File: src/rtl/bus_pkg.sv
// Shared widths, command codes and controller states for the RAM bus sequencer.
// RAM_BUS_COPY_EN adds the block-copy states.
package bus_pkg;

  localparam int unsigned BUS_ADDR_W = 4;
  localparam int unsigned BUS_DATA_W = 4;

  typedef enum logic [1:0] {
    OP_READ  = 2'd0,
    OP_WRITE = 2'd1,
    OP_FILL  = 2'd2,
    OP_COPY  = 2'd3
  } bus_op_t;

  typedef enum logic [2:0] {
    S_IDLE  = 3'd0,
    S_RD    = 3'd1,
    S_WR    = 3'd2,
`ifdef RAM_BUS_COPY_EN
    S_CP_RD = 3'd4,
    S_CP_WR = 3'd5,
`endif
    S_FILL  = 3'd3
  } bus_state_t;

endpackage

File: src/rtl/bus_addr_gen.sv
// Word index counter for block commands: base+i address generation and last-word flag.
// RAM_BUS_COPY_EN adds the source address path.
module bus_addr_gen
  import bus_pkg::*;
#(
  parameter int unsigned ADDR_W = BUS_ADDR_W
) (
  input  logic              clk,
  input  logic              clr,
  input  logic              start,
  input  logic              step,
  input  logic [ADDR_W-1:0] len,
  input  logic [ADDR_W-1:0] dst_base,
`ifdef RAM_BUS_COPY_EN
  input  logic [ADDR_W-1:0] src_base,
  output logic [ADDR_W-1:0] src_addr,
`endif
  output logic [ADDR_W-1:0] dst_addr,
  output logic              last
);

  logic [ADDR_W-1:0] idx;

  // Index restarts at 0 while the controller is idle and advances once per word.
  always_ff @(posedge clk or posedge clr) begin
    if (clr) begin
      idx <= '0;
    end else if (start) begin
      idx <= '0;
    end else if (step) begin
      idx <= idx + ADDR_W'(1);
    end
  end

  assign last     = (idx == len);
  assign dst_addr = dst_base + idx;
`ifdef RAM_BUS_COPY_EN
  assign src_addr = src_base + idx;
`endif

endmodule

File: src/rtl/ram_bus_ctrl.sv
// Command sequencer driving the 16x4 RAM: READ, WRITE, FILL and (with RAM_BUS_COPY_EN) COPY.
// Without RAM_BUS_COPY_EN an accepted COPY is rejected with a one-cycle err pulse.
module ram_bus_ctrl
  import bus_pkg::*;
#(
  parameter int unsigned ADDR_W = BUS_ADDR_W,
  parameter int unsigned DATA_W = BUS_DATA_W
) (
  input  logic              clk,
  input  logic              clr,
  input  logic              cmd_valid,
  output logic              cmd_ready,
  input  logic [1:0]        cmd_op,
  input  logic [ADDR_W-1:0] cmd_addr,
  input  logic [ADDR_W-1:0] cmd_src,
  input  logic [ADDR_W-1:0] cmd_len,
  input  logic [DATA_W-1:0] cmd_data,
  output logic [DATA_W-1:0] rd_data,
  output logic              rd_valid,
  output logic              done,
  output logic              err,
  output logic              ram_wen,
  output logic [ADDR_W-1:0] ram_addr,
  output logic [DATA_W-1:0] ram_din,
  input  logic [DATA_W-1:0] ram_q
);

  bus_state_t        state;
  logic [ADDR_W-1:0] addr_q;
  logic [ADDR_W-1:0] len_q;
  logic [DATA_W-1:0] data_q;
  logic [ADDR_W-1:0] dst_addr;
  logic              last;
  logic              gen_start;
  logic              gen_step;
`ifdef RAM_BUS_COPY_EN
  logic [ADDR_W-1:0] src_q;
  logic [ADDR_W-1:0] src_addr;
  logic [DATA_W-1:0] copy_buf;
`else
  logic              unused_src;
  assign unused_src = ^cmd_src;
`endif

  assign cmd_ready = (state == S_IDLE);
  assign gen_start = (state == S_IDLE);
`ifdef RAM_BUS_COPY_EN
  assign gen_step  = (state == S_FILL) || (state == S_CP_WR);
`else
  assign gen_step  = (state == S_FILL);
`endif

  bus_addr_gen #(
    .ADDR_W (ADDR_W)
  ) u_addr_gen (
    .clk      (clk),
    .clr      (clr),
    .start    (gen_start),
    .step     (gen_step),
    .len      (len_q),
    .dst_base (addr_q),
`ifdef RAM_BUS_COPY_EN
    .src_base (src_q),
    .src_addr (src_addr),
`endif
    .dst_addr (dst_addr),
    .last     (last)
  );

  // Command FSM: accepts in IDLE, walks the access sequence, issues the completion pulses.
  always_ff @(posedge clk or posedge clr) begin
    if (clr) begin
      state    <= S_IDLE;
      addr_q   <= '0;
      len_q    <= '0;
      data_q   <= '0;
      rd_data  <= '0;
      rd_valid <= 1'b0;
      done     <= 1'b0;
      err      <= 1'b0;
`ifdef RAM_BUS_COPY_EN
      src_q    <= '0;
      copy_buf <= '0;
`endif
    end else begin
      rd_valid <= 1'b0;
      done     <= 1'b0;
      err      <= 1'b0;
      case (state)
        S_IDLE: begin
          if (cmd_valid) begin
            addr_q <= cmd_addr;
            len_q  <= cmd_len;
            data_q <= cmd_data;
`ifdef RAM_BUS_COPY_EN
            src_q  <= cmd_src;
`endif
            case (bus_op_t'(cmd_op))
              OP_READ:  state <= S_RD;
              OP_WRITE: state <= S_WR;
              OP_FILL:  state <= S_FILL;
`ifdef RAM_BUS_COPY_EN
              OP_COPY:  state <= S_CP_RD;
`else
              OP_COPY:  err   <= 1'b1;
`endif
              default:  state <= S_IDLE;
            endcase
          end
        end
        S_RD: begin
          rd_data  <= ram_q;
          rd_valid <= 1'b1;
          done     <= 1'b1;
          state    <= S_IDLE;
        end
        S_WR: begin
          done  <= 1'b1;
          state <= S_IDLE;
        end
        S_FILL: begin
          if (last) begin
            done  <= 1'b1;
            state <= S_IDLE;
          end
        end
`ifdef RAM_BUS_COPY_EN
        S_CP_RD: begin
          copy_buf <= ram_q;
          state    <= S_CP_WR;
        end
        S_CP_WR: begin
          if (last) begin
            done  <= 1'b1;
            state <= S_IDLE;
          end else begin
            state <= S_CP_RD;
          end
        end
`endif
        default: state <= S_IDLE;
      endcase
    end
  end

  // Moore decode of the RAM bus from the current state and latched command.
  always_comb begin
    ram_wen  = 1'b0;
    ram_addr = '0;
    ram_din  = '0;
    case (state)
      S_RD: begin
        ram_addr = addr_q;
      end
      S_WR: begin
        ram_wen  = 1'b1;
        ram_addr = addr_q;
        ram_din  = data_q;
      end
      S_FILL: begin
        ram_wen  = 1'b1;
        ram_addr = dst_addr;
        ram_din  = data_q;
      end
`ifdef RAM_BUS_COPY_EN
      S_CP_RD: begin
        ram_addr = src_addr;
      end
      S_CP_WR: begin
        ram_wen  = 1'b1;
        ram_addr = dst_addr;
        ram_din  = copy_buf;
      end
`endif
      default: begin
        ram_wen  = 1'b0;
      end
    endcase
  end

endmodule

File: config.mk
export PLATFORM = sky130hd
export DESIGN_NAME = ram_bus_ctrl
export DESIGN_NICKNAME = d
export VERILOG_FILES = /design/src/rtl/bus_pkg.sv /design/src/rtl/bus_addr_gen.sv /design/src/rtl/ram_bus_ctrl.sv
export SDC_FILE = /design/constraint.sdc
export NUM_CORES = 1
export LEC_CHECK = 0
export CORE_MARGIN = 1.5
export CORE_UTILIZATION = 40
export CTS_CLUSTER_DIAMETER = 150
export CTS_CLUSTER_SIZE = 10
export DETAILED_ROUTE_END_ITERATION = 10
export GPL_TIMING_DRIVEN = 0
export PLACE_DENSITY = 0.71
export SYNTH_ARGS = -nofsm -noshare
export SYNTH_HDL_FRONTEND = slang
export SYNTH_SLANG_ARGS = --single-unit
File: constraint.sdc
create_clock -name clk -period 2.5 [get_ports clk]
set_input_delay 0.75 -clock clk [delete_from_list [all_inputs] [get_ports clk]]
set_output_delay 0.75 -clock clk [all_outputs]
set_load 0.01 [all_outputs]
# Word-level counts from Yosys, hierarchy flattened
# Index checks and enable logic that the tools add are counted.
dict set report op_classes {
  add_sub_neg 2
  n_eq_ne 10
  muxes 15
  n_reduce_logical 7
}
# operator count
set op_table {}
lappend op_table {{$mux W4} 3}
lappend op_table {{$pmux W3 S3} 1}
lappend op_table {{$pmux W4 S2} 1}
lappend op_table {{$eq A3 B2 Y1 const B} 2}
lappend op_table {{$mux W1} 6}
lappend op_table {{$mux W3} 2}
lappend op_table {{$pmux W3 S2} 1}
lappend op_table {{$add A4 B1 Y4 const B} 1}
lappend op_table {{$add A4 B4 Y4} 1}
lappend op_table {{$eq A2 B2 Y1 const B} 2}
lappend op_table {{$eq A4 B4 Y1} 1}
lappend op_table {{$ne A2 B2 Y1 const B} 2}
lappend op_table {{$ne A4 B1 Y1 const B} 1}
lappend op_table {{$reduce_or A2 Y1} 2}
lappend op_table {{$eq A3 B1 Y1 const B} 1}
lappend op_table {{$logic_not A3 Y1} 1}
lappend op_table {{$reduce_and A3 Y1} 1}
lappend op_table {{$eq A2 B1 Y1 const B} 1}
lappend op_table {{$logic_not A2 Y1} 1}
lappend op_table {{$pmux W1 S2} 1}
lappend op_table {{$reduce_and A2 Y1} 1}
lappend op_table {{$reduce_bool A2 Y1} 1}
dict set report totals {
  register_bits 26
  output_inout_bits 17
  elab_cells 43
}

# Longest topological paths before layout
dict set report depth {
  word_depth 4
  mapped_depth 5
  ltp_nobuf 5
}

# Hierarchy
# A second synthesis with hierarchy kept.
dict set report hier_totals {
  hier_cells 110
  area_unflattened_um2 1403.8
}
# mod n_inst cells_each area_per_inst_um2 seq_area_each_um2
set by_module_without_submodules {}
lappend by_module_without_submodules {ram_bus_ctrl 1 80 1082.3 525.5}
lappend by_module_without_submodules {bus_addr_gen 1 30 321.6 100.1}

# Least setup slack after synthesis
# OpenSTA, ideal clock, no wires.
dict set report synth_path {
  kind {register to output}
  startpoint {reg u_addr_gen.idx[1]}
  endpoint {out ram_addr[3]}
  arrival_ns 1.497
  required_ns 1.750
  slack_ns 0.253
  stages_incl_launch_ff 6
  n_path_buf 0
  cell_sequence {dfrtp_1 > ha_1 > a21o_1 > a21oi_1 > or4b_1 > nand3_1}
}
dict set report synth_via {
  elab_chain_cells 2
}
# element line_no
set synth_lines {}
lappend synth_lines {{from (decl)} bus_addr_gen.sv:22} ;# logic [ADDR_W-1:0] idx;
lappend synth_lines {{from (signal assigned)} bus_addr_gen.sv:31} ;# idx <= idx + ADDR_W'(1);
lappend synth_lines {{$add A4 B4 Y4} bus_addr_gen.sv:36} ;# assign dst_addr = dst_base + idx;
lappend synth_lines {{$pmux W4 S2} ram_bus_ctrl.sv:151} ;# case (state)
lappend synth_lines {{to (decl)} ram_bus_ctrl.sv:23} ;# output logic [ADDR_W-1:0] ram_addr,
# Every way passes these cells.

# Worst setup path after layout
# Ends and elaborated chain as after synthesis.

==> results.yml <==
yosys:
  synth_seq_cells: 25
  synth_xor_area_share_pct: 3.88
  synthTopCellsByCount: "dfrtp_1, mux2_2, ha_1, inv_1, nor2_1"
  synth.most_common_cell: "dfrtp_1"
  seq_area_frac_synth_pct: 46.2
  synth_top_family_by_area: "adder cells"
  synth_edf_count: 0
  synth_fa_ha_area_share_pct: 14.4
  synth_compound_area_share_pct: 8.86
  ys_warn_count: 0
  synthArstFlopShare_pct: 100
  syn_inst: 114
  yosys.area.top_type: "dfrtp_1"
  synth_cell_types: 28
  synthSimpleGateAreaFrac_pct: 9.42
  synthesis.nets: 154
  syn_avg_cell_area_um2: 11.9
  ys.flop_type: "dfrtp_1"
  synth_area_leaders: "dfrtp_1, mux2_2, ha_1"
  synth_top_area_share_pct: 46.2
  synthMuxAreaShare_pct: 14.0
  synth_area_um2: 1360
hold_path:
  hp-class: "reg2reg"
  worstHoldStart: "data_q[1]$_DFFE_PP0P_"
  whs_path_depth: 1
  min_to: "data_q[1]$_DFFE_PP0P_"
worst_setup_path:
  r2r-end: "state[0]$_DFFE_PP0P_"
  cp_slowest_stage_delay_ps: 460
  crit-reg2reg-launch: "u_addr_gen.idx[0]$_DFFE_PP0P_"
  arrival_ps: 1850
  cpMaxStageDelayCell: "or4b_1"
  rr_worst_depth: 6
  crit_family: "simple AND/OR/NAND/NOR gates"
  start_kind: "flop"
  r2r_slack_ps: 770
  cp_data_required_time_ps: 1750
  end_kind: "output pin"
  critPathKind: "reg2out"
  path_cells: "ha_1 -> a21o_1 -> a21oi_1 -> or4b_1 -> nand3_1 -> buf_2"
  critPathMaxFanout: 2
  cp.buffers_inverters: 1
layout:
  diodes: 0
  syn_to_final_growth_pct: 41.1
  fin_cells: 208
  final_nets: 205
  drive_gt1_share_pct: 30.5
  post-route-util_pct: 61.1
detailed_routing:
  vias_per_cell: 4.96
  vias: 1032
  antenna_left: 0
  wl_per_cell_um: 13.7
  firstDrtPassIters: 4
  drtIter0Drc: 19
  route.detailed.drc: 0
  drt-total-wl_mm: 2.85
placed_design:
  dpl.hpwl_mm: 2.07
  gp_congestion: 0.813
  post-place-ws_ps: -323
  io_buffer_count: 37
  numPlacedInstances: 195
timing:
  period_share_pct: 104
  hold_viol: 0
  rsz0062_at_grt: "true"
  final-setup-viol-count: 1
  holdWs_ps: 521
  min_period_ps: 2600
  fmax_mhz: 384
  fin_ws_ps: -104
  finalClockSkew_ps: 16.5
  worst_pin_slew_ps: 939
  slew-limit-headroom_pct: 37.3
  slew_violations: 0
global_route:
  grt_pass1_wl_mm: 4.44
  track_usage_pct: 16.3
  grt_max_degree: 26
  grt_antenna_before_repair: 0
  grt.overflow.total: 0
  grt_pass1_vias: 979
floorplan:
  placementRows: 20
  die_area_um2: 3750
  die-width_um: 61.2
  io_pins: 42
  core_um2: 3130
  die_h_um: 61.2
  start_util_pct: 43.3
clock_network:
  path_clk_slew_ps: 140
  cts_num_sinks: 25
  numCtsBuffers: 3
  cts_root_buf: "clkbuf_4"
  tritoncts: "done"
  clock_latency_ps: 320
  clk_path_buf_depth: 2
  htreeDepth: 1
run_status:
  outcome: "finished with violations"
  violations: "setup timing"
power:
  p_seq_share_pct: 32.8
  p_switching_uw: 813
  p_comb_share_pct: 58.8
  ir_drop_mv: 0.476
  p_int_uw: 1340
  sw_frac_of_total_pct: 37.8
  power_uw: 2150
  p_clk_share_pct: 8.4
  powerDensity_nw_per_um2: 1130
  p_leak_uw: 0.000895
run:
  cap_viol_max_count: 0
==> layer usage <==
layer  global-route usage [%]  up-vias  wire length [um]
met3                    0.630        4                91
met2                     28.7       20              1480
met4                     7.45        0                40
met5                        0        -                 0
met1                     20.8      512              1230
li1                         -      496                 -
==> kinds of logic after synthesis <==
kind of cell | after synthesis
XOR/XNOR | 6
buffers and inverters | 11
multiplexers | 17
adder cells (fa/ha/maj) | 15
AO/OA/AOI/OAI | 16
flip-flops | 25
AND/OR/NAND/NOR | 24
==> worst max-delay path by stage <==
stage,startpoint,endpoint,slack (ps),cells past startpoint
2_1_floorplan,u_addr_gen.idx[1]$_DFFE_PP0P_,ram_addr[3],250,5
3_3_place_gp,u_addr_gen.idx[1]$_DFFE_PP0P_,ram_addr[3],-280,6
3_5_place_dp,u_addr_gen.idx[1]$_DFFE_PP0P_,ram_addr[3],-320,6
4_1_cts,u_addr_gen.idx[1]$_DFFE_PP0P_,ram_addr[3],-120,6
5_1_grt,u_addr_gen.idx[1]$_DFFE_PP0P_,ram_addr[3],-190,6
6_report,u_addr_gen.idx[1]$_DFFE_PP0P_,ram_addr[3],-100,6
==> state kept, by name (all words and copies together), names as in the netlist <==
| register | flops |
|---|---|
| addr_q | 4 |
| data_q | 4 |
| len_q | 4 |
| rd_data | 4 |
| u_addr_gen.idx | 4 |
| state | 2 |
| done | 1 |
| err | 1 |
| rd_valid | 1 |
==> stage by stage <==
| step | setup TNS [ps] | area, um^2 |
|---|---|---|
| detailed placement | -1050 | 1780 |
| floorplan | 0 | 1360 |
| CTS | -117 | 1900 |
| global route | -306 | 1910 |
| global placement | -877 | 1780 |
| finish | -104 | 1910 |
==> placed cells by master (no fill, tap or decap), drive strengths merged, types with 3 or more instances in the layout <==
cell            n
a21oi           3
dfrtp          25
xor2            6
a22o            3
ha             14
buf            15
nor2            7
inv             8
nand2           3
clkbuf          3
mux2           16
nor2b           4
a22oi           3
dlygate4sd2     5
o21ai           3
clkdlybuf4s50  28
==> layout make-up <==
cell class                      instances  area [um^2]
Sequential cell                        25          629
Inverter                                8         30.0
Timing Repair Buffer                   48          432
Clock buffer                            3         22.5
Clock inverter                          1         5.00
Buffer                                  1         5.00
Fill cell                             268         1220
Multi-Input combinational cell         78          733
Tap cell                               44         55.1
==> timing repair <==
item                       in CTS  in global routing
pin swaps                       7                  1
hold buffers                    0                  0
setup buffers                  10                  1
hold endpoints to repair        0                  0
setup endpoints to repair      10                  4
gates resized for setup        32                  3
==> worst reg2reg max path: cells and delay by family, from the launching register on <==
family / cells / cell delay (ps)
AO/OA/AOI/OAI: 3 / 800
flip-flops: 1 / 420
buffers and inverters: 2 / 270
XOR/XNOR: 1 / 160
==> power groups by stage <==
stage          combinational, uW  sequential [uW]  clock [uW]
2_1_floorplan                662              730           0
6_report                    1270              706         181
5_1_grt                     1390              729         201
3_5_place_dp                1080              744           0
3_3_place_gp                1040              729           0
4_1_cts                     1240              707         187
Power figures use the tool's default switching activity.
